File: src/rtl/up_down_counter_param.sv
// rtl/up_down_counter_param.sv - parameterised up/down counter with load, clamp, wrap and boundary pulse
// Optional saturate mode is enabled by defining CNT_SATURATE_EN (adds the sat input).
module up_down_counter_param #(
   parameter int WIDTH = 8,
   parameter logic [WIDTH-1:0] MAX_VAL = {WIDTH{1'b1}}
) (
   input  logic             clk,
   input  logic             rst_n,
   input  logic             en,
   input  logic             up_dn,
   input  logic             load,
   input  logic [WIDTH-1:0] load_val,
`ifdef CNT_SATURATE_EN
   input  logic             sat,
`endif
   output logic [WIDTH-1:0] cnt,
   output logic             ovf,
   output logic             zero
);

   localparam logic [WIDTH-1:0] ONE = WIDTH'(1);

   logic [WIDTH-1:0] cnt_next;
   logic             ovf_next;
   logic             sat_mode;

`ifdef CNT_SATURATE_EN
   assign sat_mode = sat;
`else
   assign sat_mode = 1'b0;
`endif

   // Boundaries are detected by comparison before stepping, so the +1/-1 never
   // has to represent a value outside WIDTH bits even when MAX_VAL is all ones.
   always_comb begin
      cnt_next = cnt;
      ovf_next = 1'b0;
      if (load) begin
         cnt_next = (load_val > MAX_VAL) ? MAX_VAL : load_val;
      end else if (en) begin
         if (up_dn) begin
            if (cnt >= MAX_VAL) begin
               ovf_next = 1'b1;
               cnt_next = sat_mode ? MAX_VAL : '0;
            end else begin
               cnt_next = cnt + ONE;
            end
         end else begin
            if (cnt == '0) begin
               ovf_next = 1'b1;
               cnt_next = sat_mode ? '0 : MAX_VAL;
            end else begin
               cnt_next = cnt - ONE;
            end
         end
      end
   end

   always_ff @(posedge clk) begin
      if (!rst_n) begin
         cnt <= '0;
         ovf <= 1'b0;
      end else begin
         cnt <= cnt_next;
         ovf <= ovf_next;
      end
   end

   assign zero = (cnt == '0);

endmodule
File: config.mk
export PLATFORM = sky130hd
export DESIGN_NAME = up_down_counter_param
export DESIGN_NICKNAME = d
export VERILOG_FILES = /design/src/rtl/up_down_counter_param.sv
export SDC_FILE = /design/constraint.sdc
export NUM_CORES = 1
export LEC_CHECK = 0
export ABC_AREA = 1
export CAP_MARGIN = 10
export CORE_MARGIN = 4
export CORE_UTILIZATION = 48
export CTS_BUF_LIST = sky130_fd_sc_hd__clkbuf_8
export CTS_CLUSTER_SIZE = 10
export DETAILED_ROUTE_END_ITERATION = 10
export GPL_TIMING_DRIVEN = 0
export PLACE_DENSITY = 0.81
export SYNTH_ARGS = -nofsm -noshare
export SYNTH_HDL_FRONTEND = slang
export SYNTH_SLANG_ARGS = --single-unit
File: constraint.sdc
create_clock -name clk -period 1.7 [get_ports clk]
set_input_delay 0.34 -clock clk [delete_from_list [all_inputs] [get_ports clk]]
set_output_delay 0.34 -clock clk [all_outputs]
set_load 0.01 [all_outputs]
==> impl_metrics.py <==
metrics = {
    "run_status": {
        "outcome": "finished, final reports clean",
    },
    "logic_synthesis": {
        "synth_common_cells": "24 x nand2_1, 13 x nand3_1, 12 x inv_1",
        "synth.most_common_cell": "nand2_1",
        "yosysUniqueCellTypes": 26,
        "ys_seq_area_frac": 0.2254,
        "synthArstFlopShare": 0,
        "synth_area_leaders": "dfxtp_1 23%, nand2_1 11%, nand3_1 8.1%, inv_1 5.6%, a21oi_1 5.0%",
        "synth.avg_cell_area_um2": 6.608,
        "synthCells": 121,
        "synth_edf_count": 0,
        "synth_flop_cell": "dfxtp_1",
        "synth_seq_cells": 9,
        "synth_nets": 137,
        "yosys.area.top_type": "dfxtp_1",
        "synth_top_area_frac": 0.2254,
        "yosys_warnings": 0,
        "synthesis.area_um2": 799.5,
    },
    "global_routing": {
        "grt_overflow": 0,
        "antenna_found_initial": 0,
        "grt_busiest_layer": "met2",
        "first_global_vias": 865,
        "met1_usage": 0.2268,
        "grt_pass1_wl_um": 3670,
        "grtUsageTotal": 0.1893,
        "met3_usage": 0.07645,
        "met2_usage": 0.3022,
        "grt_max_degree": 10,
    },
    "cts": {
        "cts_num_sinks": 9,
        "clk_pin_slew_worst_paths_ns": 0.04,
        "cts_hold_buf": 0,
        "cts_tree": "built",
        "htreeDepth": 1,
        "clk-insertion-delay-late_ns": 0.23,
        "cts_root_buf": "clkbuf_8",
        "cts_max_path_buffers": 2,
        "cts_buffers": 3,
    },
    "drt": {
        "num_vias": 920,
        "postRouteAntennaNets": 0,
        "drt-total-wl_um": 2189,
        "drc_errors": 0,
        "first_pass_iters": 4,
        "wl_per_cell_um": 13.35,
        "drtIter0Drc": 46,
        "viasPerCell": 5.610,
    },
    "placed_design": {
        "gp_congestion": 0.9208,
        "hpwlAfterDp_um": 1645,
        "port_buffers": 21,
        "place_area_um2": 1030,
        "dp_cells": 158,
    },
    "cells_and_area": {
        "nNetsFinal": 165,
        "final_area_um2": 1106,
        "seqCellArea_um2": 182.7,
        "final_cells": 164,
        "multi_input_area_um2": 556.8,
        "num-fill-cells": 134,
        "antenna_cells": 0,
        "drive_above_1_share": 0.2027,
        "fin_util": 0.7175,
        "area_growth_syn_to_layout_pct": 38.34,
    },
    "timing": {
        "worst_pin_slew_ns": 0.3103,
        "holdWs_ns": 0.4547,
        "timing.final.crit_share": 0.9661,
        "report.final.slew_viol_count": 0,
        "max_clock_freq_mhz": 608.9,
        "finalHoldViolations": 0,
        "slew_headroom": 0.7929,
        "rsz0062_at_grt": "no",
        "clock_skew_ns": 0.001617,
        "setup_viol": 0,
        "fin_crit_ns": 1.642,
    },
    "worst_setup_path": {
        "path_depth": 1,
        "path_delay_family": "buffers and inverters",
        "crit_type": "flip-flop to primary output",
        "critPathCaptureType": "primary output",
        "slowest_stage": "clkdlybuf4s50_1",
        "reg2reg_depth": 8,
        "worstPathArrival_ns": 1.30,
        "critPathRequiredTime_ns": 1.36,
        "crit_chain": "clkdlybuf4s50_1",
        "max_stage_delay_ns": 0.60,
        "critPathBufInv": 1,
        "worstSetupStartpointType": "flip-flop",
        "critPathMaxFanout": 8,
    },
    "floorplan": {
        "initial_core_util": 0.5187,
        "die_x_um": 48.81,
        "placementRows": 14,
        "die_h_um": 48.81,
        "ios": 23,
        "core-area_um2": 1541,
        "die_area_um2": 2382,
    },
    "hold_path": {
        "min_path_type": "input pin to flip-flop",
        "min_path_cells": 3,
    },
    "power": {
        "vdd.ir_drop.worst_v": 0.0005287,
        "p_per_area_nw_per_um2": 712.5,
        "p_leak_uw": 0.0004607,
        "power_uw": 788.0,
    },
    "run": {
        "maxCapViolCount": 0,
    },
}
sequential cells by signal, summed over array words and instances (netlist names):
register / flops
ovf: 1
cnt: 8
per-stage QoR:
stage	TNS (ns)	worst slack, ns
2_1_floorplan	0	0.3007
3_3_place_gp	-0.3393	-0.1701
3_5_place_dp	-0.4769	-0.1856
4_1_cts	0	0.02768
5_1_grt	0	0.009462
6_report	0	0.05762
layout make-up:
| cell class | count | area share |
|---|---|---|
| buffer | 3 | 0.02036 |
| clock inverter | 1 | 0.003394 |
| clock buffer | 3 | 0.03733 |
| sequential | 9 | 0.1652 |
| inverter | 14 | 0.04751 |
| timing repair buffer | 23 | 0.2048 |
| tap | 16 | 0.01810 |
| multi-input combinational | 95 | 0.5034 |
power breakdown:
| group | total (uW) | internal (uW) | switching [uW] |
|---|---|---|---|
| combinational | 288 | 137 | 150 |
| clock | 243 | 157 | 85.8 |
| sequential | 257 | 230 | 26.9 |
| total | 788 | 525 | 263 |
cells by family after synthesis:
group,Yosys count,synth area share
xor gates and xnor gates,5,0.05478
DFF,9,0.2253
AOI/OAI and AO/OA,27,0.2238
buffers and inverters,17,0.09389
and+or+nand+nor,60,0.3553
adders and majority gates,3,0.04695
per-layer routing:
layer | vias to the layer above | share of wire
li1 | 472 | -
met1 | 407 | 0.45
met2 | 37 | 0.47
met3 | 4 | 0.077
met4 | 0 | 0.0087
met5 | - | 0
cell usage in the layout (no fill, tap or decap), types with 2 or more instances in the layout:
cell and n:
xor2_1 3, inv_2 4, nand2_1 24, o221ai_1 4
dfxtp_2 2, a21oi_1 8, xnor2_1 2, clkbuf_8 3
nand2_2 3, nand3_1 12, a31oi_1 5, nand4_1 3
nor2_4 2, nor2_2 4, nor2_1 8, buf_4 5
inv_1 11, dfxtp_1 7, o21ai_0 4, clkdlybuf4s50_1 20
or2_2 2, ha_1 2
path summary, 6_finish.rpt:
check / slack [ns] / to / start
max: 0.06 / cnt[6] / cnt[6]$_SDFFE_PN0P_
min: 0.45 / cnt[4]$_SDFFE_PN0P_ / up_dn
max reg2reg: 0.22 / cnt[7]$_SDFFE_PN0P_ / cnt[0]$_SDFFE_PN0P_
min reg2reg: 0.53 / cnt[1]$_SDFFE_PN0P_ / cnt[1]$_SDFFE_PN0P_
timing repair:
item,in CTS,in global routing
gates resized for setup,4,6
pin swaps,1,0
endpoints found under the setup margin,1,3
buffers inserted,2,0
Power figures use the tool's default switching activity.
==> edit 1 (same flow settings) <==
The option `CNT_SATURATE_EN` is turned on by a define.
--- a/src/rtl/up_down_counter_param.sv
+++ b/src/rtl/up_down_counter_param.sv
@@ -2,2 +2,4 @@
 // Optional saturate mode is enabled by defining CNT_SATURATE_EN (adds the sat input).
+`define CNT_SATURATE_EN
+
 module up_down_counter_param #(
Ports: changed (added sat); port bits go from 23 to 24. No check against the original RTL was run, so the function may have changed too.
==> edit 1 against the original RTL <==
Setup slack worse by 19 ps. Routed wire length is 21% higher. Non-clock buffer count stayed put. Sequential cell count stayed put. Design area grew 13%. Area after synthesis is 16% higher. Cell count grew 23%. Hold slack better by 130 ps. Power up 8.0%. Largest cell class unchanged. Largest power group unchanged. Highest routed layer unchanged.
==> edit 1: results (changes against the original RTL) <==
Finish
  – Filler cell count: 161 (was 134)
  – Share of cells above drive strength 1: 18.6% (was 20.3%)
  – Layout Nets: 195 (was 165)

GRT
  – Vias in the first global route: 1014 (was 865)
  – Largest net degree at the start of global routing: 11 (was 10)
  – Global-route wire length before repair: 4320 um (was 3670 um)

Hold path
  – HP Start: load (was up_dn)
  – Worst Hold End: cnt[0]$_SDFFE_PN0P_ (was cnt[4]$_SDFFE_PN0P_)

Status
  – Status: finished, final reports clean (unchanged)

Detailed routing
  – Post-DR wirelength/cell: 13.1 um (was 13.3 um)
  – DRT iter0 DRCs: 28 (was 46)
  – Vias: 1091 (was 920)

Power
  – PwrDens: 682 nW/um2 (was 712 nW/um2)
  – Peak VDD IR: 433 uV (was 529 uV)

Synth
  – Syn_nets: 167 (was 137)
  – Synth top area cells: dfxtp_1 (19%), nand2_1 (16%), nand3_1 (7.0%), inv_1 (6.9%), nor2_1 (5.7%) (was dfxtp_1 (23%), nand2_1 (11%), nand3_1 (8.1%), inv_1 (5.6%), a21oi_1 (5.0%))
  – Most frequent cells after synthesis: nand2_1 (40), inv_1 (17), nor2_1 (14) (was nand2_1 (24), nand3_1 (13), inv_1 (12))
  – Top_reg_cell synth: dfxtp_1 (unchanged)
  – Sequential share of the synthesized area: 19.4% (was 22.5%)

Placed design
  – Placed inst area: 1180 um2 (was 1030 um2)
  – Final HPWL DP: 2050 um (was 1650 um)
  – PortBufs: 22 (was 21)
  – Routability congestion estimate: 0.931 (was 0.921)

Worst setup path
  – Setup crit start: cnt[5]$_SDFFE_PN0P_ (was cnt[6]$_SDFFE_PN0P_)
  – Cells on worst reg2reg path: 11 (was 8)
  – Worst Path Arrival: 1320 ps (was 1300 ps)
  – Worst R2R Start: cnt[4]$_SDFFE_PN0P_ (was cnt[0]$_SDFFE_PN0P_)
  – Crit Reg-Reg Endpoint: cnt[6]$_SDFFE_PN0P_ (was cnt[7]$_SDFFE_PN0P_)

Timing
  – Setup Skew: 7.37 ps (was 1.62 ps)
[edit 1: cell types whose count changed after synthesis, moves of 4 or more]
cell      unedited run  this run
a22oi_1              1         5
a31oi_1              5         0
inv_1               12        17
nand2_1             24        40
nor2_1               8        14
nor2_2               5         1
o221ai_1             4         0
o22ai_1              0         4
[edit 1: cell families after synthesis]
logic type / after synthesis / share of synthesized area (%)
AOI/OAI and AO/OA: 27 / 17.1
xor gates and xnor gates: 4 / 3.77
adders and majority gates: 3 / 4.04
buffers and inverters: 25 / 12.0
and+or+nand+nor: 82 / 43.7
DFF: 9 / 19.4
[edit 1: what timing repair did]
action | 4_1_cts | 5_1_grt
pin swaps | 1 | 0
buffers inserted | 1 | 0
resized for setup | 6 | 4
hold buffers | 0 | 0
endpoints found under the setup margin | 1 | 3
cloned | 0 | 0
[edit 1: final cells by class]
cell class,instances,share of cell area (%)
well taps,25,2.51
repair buffers,23,18.2
clock buffers,3,3.31
clock inverters,1,0.401
plain buffers,3,2.20
inverters,22,6.71
multi-input cells,116,51.7
flip-flops and latches,9,14.9
[edit 1: where the power goes]
group          leakage, nW  total [mW]  switching [mW]  internal (mW)
sequential          0.0757       0.259          0.0294          0.229
clock               0.0255       0.249          0.0893          0.160
combinational        0.475       0.343           0.190          0.153
[edit 1: stage by stage]
step / cells / total power, mW / setup TNS [ps] / setup slack (ps) / hold WS [ps]
after floorplan: 150 / 0.473 / 0 / 214 / 450
after global placement: 197 / 0.586 / -206 / -206 / 583
after detailed placement: 197 / 0.592 / -216 / -216 / 583
after CTS: 202 / 0.856 / 0 / 21.7 / 571
after global routing: 202 / 0.910 / 0 / 2.99 / 623
final: 202 / 0.851 / 0 / 38.9 / 584
[edit 1: worst max-delay path by stage]
stage                           to  cells past startpoint
2_1_floorplan  cnt[0]$_SDFFE_PN0P_                     10
3_3_place_gp                  zero                      5
3_5_place_dp                  zero                      5
4_1_cts                       zero                      5
5_1_grt                     cnt[3]                      1
6_report                    cnt[5]                      1
[edit 1: layer usage]
metal / share of wire (%) / GRT usage (%) / routed length [um]
met4: 1.4 / 6.11 / 36
met1: 42 / 24.7 / 1110
met5: 0 / 0 / 0
met2: 50 / 38.5 / 1320
met3: 6.9 / 6.02 / 184
==> edit 2 (config.mk and constraints unchanged) <==
Without the edit above. Make the reset (`rst_n`) asynchronous in one clocked block.
--- a/src/rtl/up_down_counter_param.sv
+++ b/src/rtl/up_down_counter_param.sv
@@ -58,3 +58,3 @@
 
-   always_ff @(posedge clk) begin
+   always_ff @(posedge clk or negedge rst_n) begin
       if (!rst_n) begin
Check against the original RTL: differs if rst_n is asserted again (counterexample within 4 cycles, from zero or initial values and one cycle with rst_n low); with rst_n held inactive, the same outputs for 10 cycles.
==> edit 2 against the original RTL <==
Combinational power up 29%. First-iteration DRC count fell by 35%. Sequential cell count did not move. Power rose by 14%. Setup slack gained 7.5 ps. Cell count increased by 19%. Routed wire length rose by 10%. Area after synthesis up 11%. Highest routed layer unchanged. Design area increased by 7.7%. Largest cell class unchanged.
==> edit 2: results (changes against the original RTL) <==
Synth
  – Synth top area cells: dfrtp_1 (25%), nand2_1 (18%), nand3_1 (11%), inv_1 (8.1%), nor2_1 (4.7%) (was dfxtp_1 (23%), nand2_1 (11%), nand3_1 (8.1%), inv_1 (5.6%), a21oi_1 (5.0%))
  – Most frequent cells after synthesis: nand2_1 (42), nand3_1 (20), inv_1 (19) (was nand2_1 (24), nand3_1 (13), inv_1 (12))
  – Post-synthesis cell type count: 24 (was 26)
  – Sequential share of the synthesized area: 25.5% (was 22.5%)
  – Ys async rst share: 100% (was 0%)
  – Syn_nets: 159 (was 137)
  – Syn avg cell area: 6.19 um2 (was 6.61 um2)
  – Top_reg_cell synth: dfrtp_1 (was dfxtp_1)

Placed design
  – DP Worst Slack: -251 ps (was -186 ps)
  – Routability congestion estimate: 0.929 (was 0.921)
  – Final HPWL DP: 1810 um (was 1650 um)
  – Placed inst area: 1130 um2 (was 1030 um2)
  – Cell total after placement: 189 (was 158)

Detailed routing
  – Avg Vias per Cell: 5.25 (was 5.61)
  – Post-DR wirelength/cell: 12.4 um (was 13.3 um)
  – DRT iter0 DRCs: 30 (was 46)
  – Post-Route WL: 2410 um (was 2190 um)

Timing
  – Setup Skew: 5.84 ps (was 1.62 ps)
  – Max_slew headroom: 72.5% (was 79.3%)
  – Final period utilization: 96.2% (was 96.6%)
  – Hold slack: 403 ps (was 455 ps)

Power
  – Peak VDD IR: 590 uV (was 529 uV)
  – Psw: 0.335 mW (was 0.263 mW)
  – Static leakage: 0.585 nW (was 0.461 nW)

Worst setup path
  – Max stage delay cell, worst path: clkdlybuf4s50_1 (unchanged)
  – Worst R2R Start: cnt[1]$_DFFE_PN0P_ (was cnt[0]$_SDFFE_PN0P_)
  – Cells on worst reg2reg path: 9 (was 8)
  – R2r setup slk: 150 ps (was 220 ps)
  – Setup crit start: cnt[2]$_DFFE_PN0P_ (was cnt[6]$_SDFFE_PN0P_)
  – Crit Reg-Reg Endpoint: cnt[4]$_DFFE_PN0P_ (was cnt[7]$_SDFFE_PN0P_)
  – Worst Path Arrival: 1290 ps

GRT
  – Largest net degree at the start of global routing: 11 (was 10)
  – Vias in the first global route: 938 (was 865)
  – GR met3 Demand/Resource: 4.08% (was 7.65%)
  – Initial antenna violation count: 0 (unchanged)
  – Met2 Track Usage GR: 34.3% (was 30.2%)
  – GRT Total Usage: 20.6% (was 18.9%)
  – Met1 usage: 25.8% (was 22.7%)
  – Global-route wire length before repair: 4110 um (was 3670 um)

Clock network
  – CTS root buf: clkbuf_8 (unchanged)
  – Htree depth: 1 (unchanged)
  – # resized after CTS: 6 (was 4)
  – Postcts setup bufs: 2 (unchanged)

Finish
  – Top Registers: cnt x8, ovf x1 (unchanged)
  – Filler cell count: 160 (was 134)
  – Share of cells above drive strength 1: 16.5% (was 20.3%)

Status
  – Status: finished, final reports clean (unchanged)

Hold path
  – Tightest Hold Check Type: in2async (was in2reg)
[edit 2: cell count changes in the layout (fill, tap and decap cells not counted), sizes merged, moves of 5 or more]
| cell | before | now |
|---|---|---|
| nand2 | 27 | 44 |
| dfrtp | 0 | 9 |
| dfxtp | 9 | 0 |
| a31oi | 5 | 0 |
| inv | 15 | 23 |
| nand3 | 13 | 21 |
[edit 2: power by group through the flow]
stage,Clock [mW],Combinational (mW),Sequential [mW]
after floorplan,0,0.216,0.291
after global placement,0,0.351,0.284
after detailed placement,0,0.357,0.285
after CTS,0.244,0.369,0.280
after global routing,0.263,0.416,0.289
final,0.244,0.372,0.284
[edit 2: how the worst max path moves through the flow]
stage | to | cells after the start
after floorplan | cnt[4]$_DFFE_PN0P_ | 9
after global placement | zero | 5
after detailed placement | zero | 5
after CTS | zero | 5
after global routing | cnt[0] | 2
final | cnt[2] | 1
[edit 2: kinds of logic after synthesis]
| group | count (synthesis) | share of synthesized area, % |
|---|---|---|
| XOR/XNOR | 2 | 1.98 |
| buffers and inverters | 26 | 12.4 |
| AO/OA/AOI/OAI | 20 | 13.6 |
| adder cells (fa/ha/maj) | 3 | 4.24 |
| AND/OR/NAND/NOR | 83 | 42.3 |
| flip-flops | 9 | 25.5 |
[edit 2: cell type report]
class | instances | area (um2) | share of cell area [%]
multi-input cells | 108 | 553 | 46.4
clock inverters | 1 | 3.75 | 0.315
inverters | 22 | 85.1 | 7.14
plain buffers | 4 | 27.5 | 2.31
well taps | 25 | 31.3 | 2.63
repair buffers | 23 | 220 | 18.5
flip-flops and latches | 9 | 229 | 19.2
clock buffers | 3 | 41.3 | 3.47
[edit 2: metal layers]
metal	vias up	wire length, um
li1	511	-
met1	477	1070
met2	29	1160
met3	7	117
met4	0	56
met5	-	0
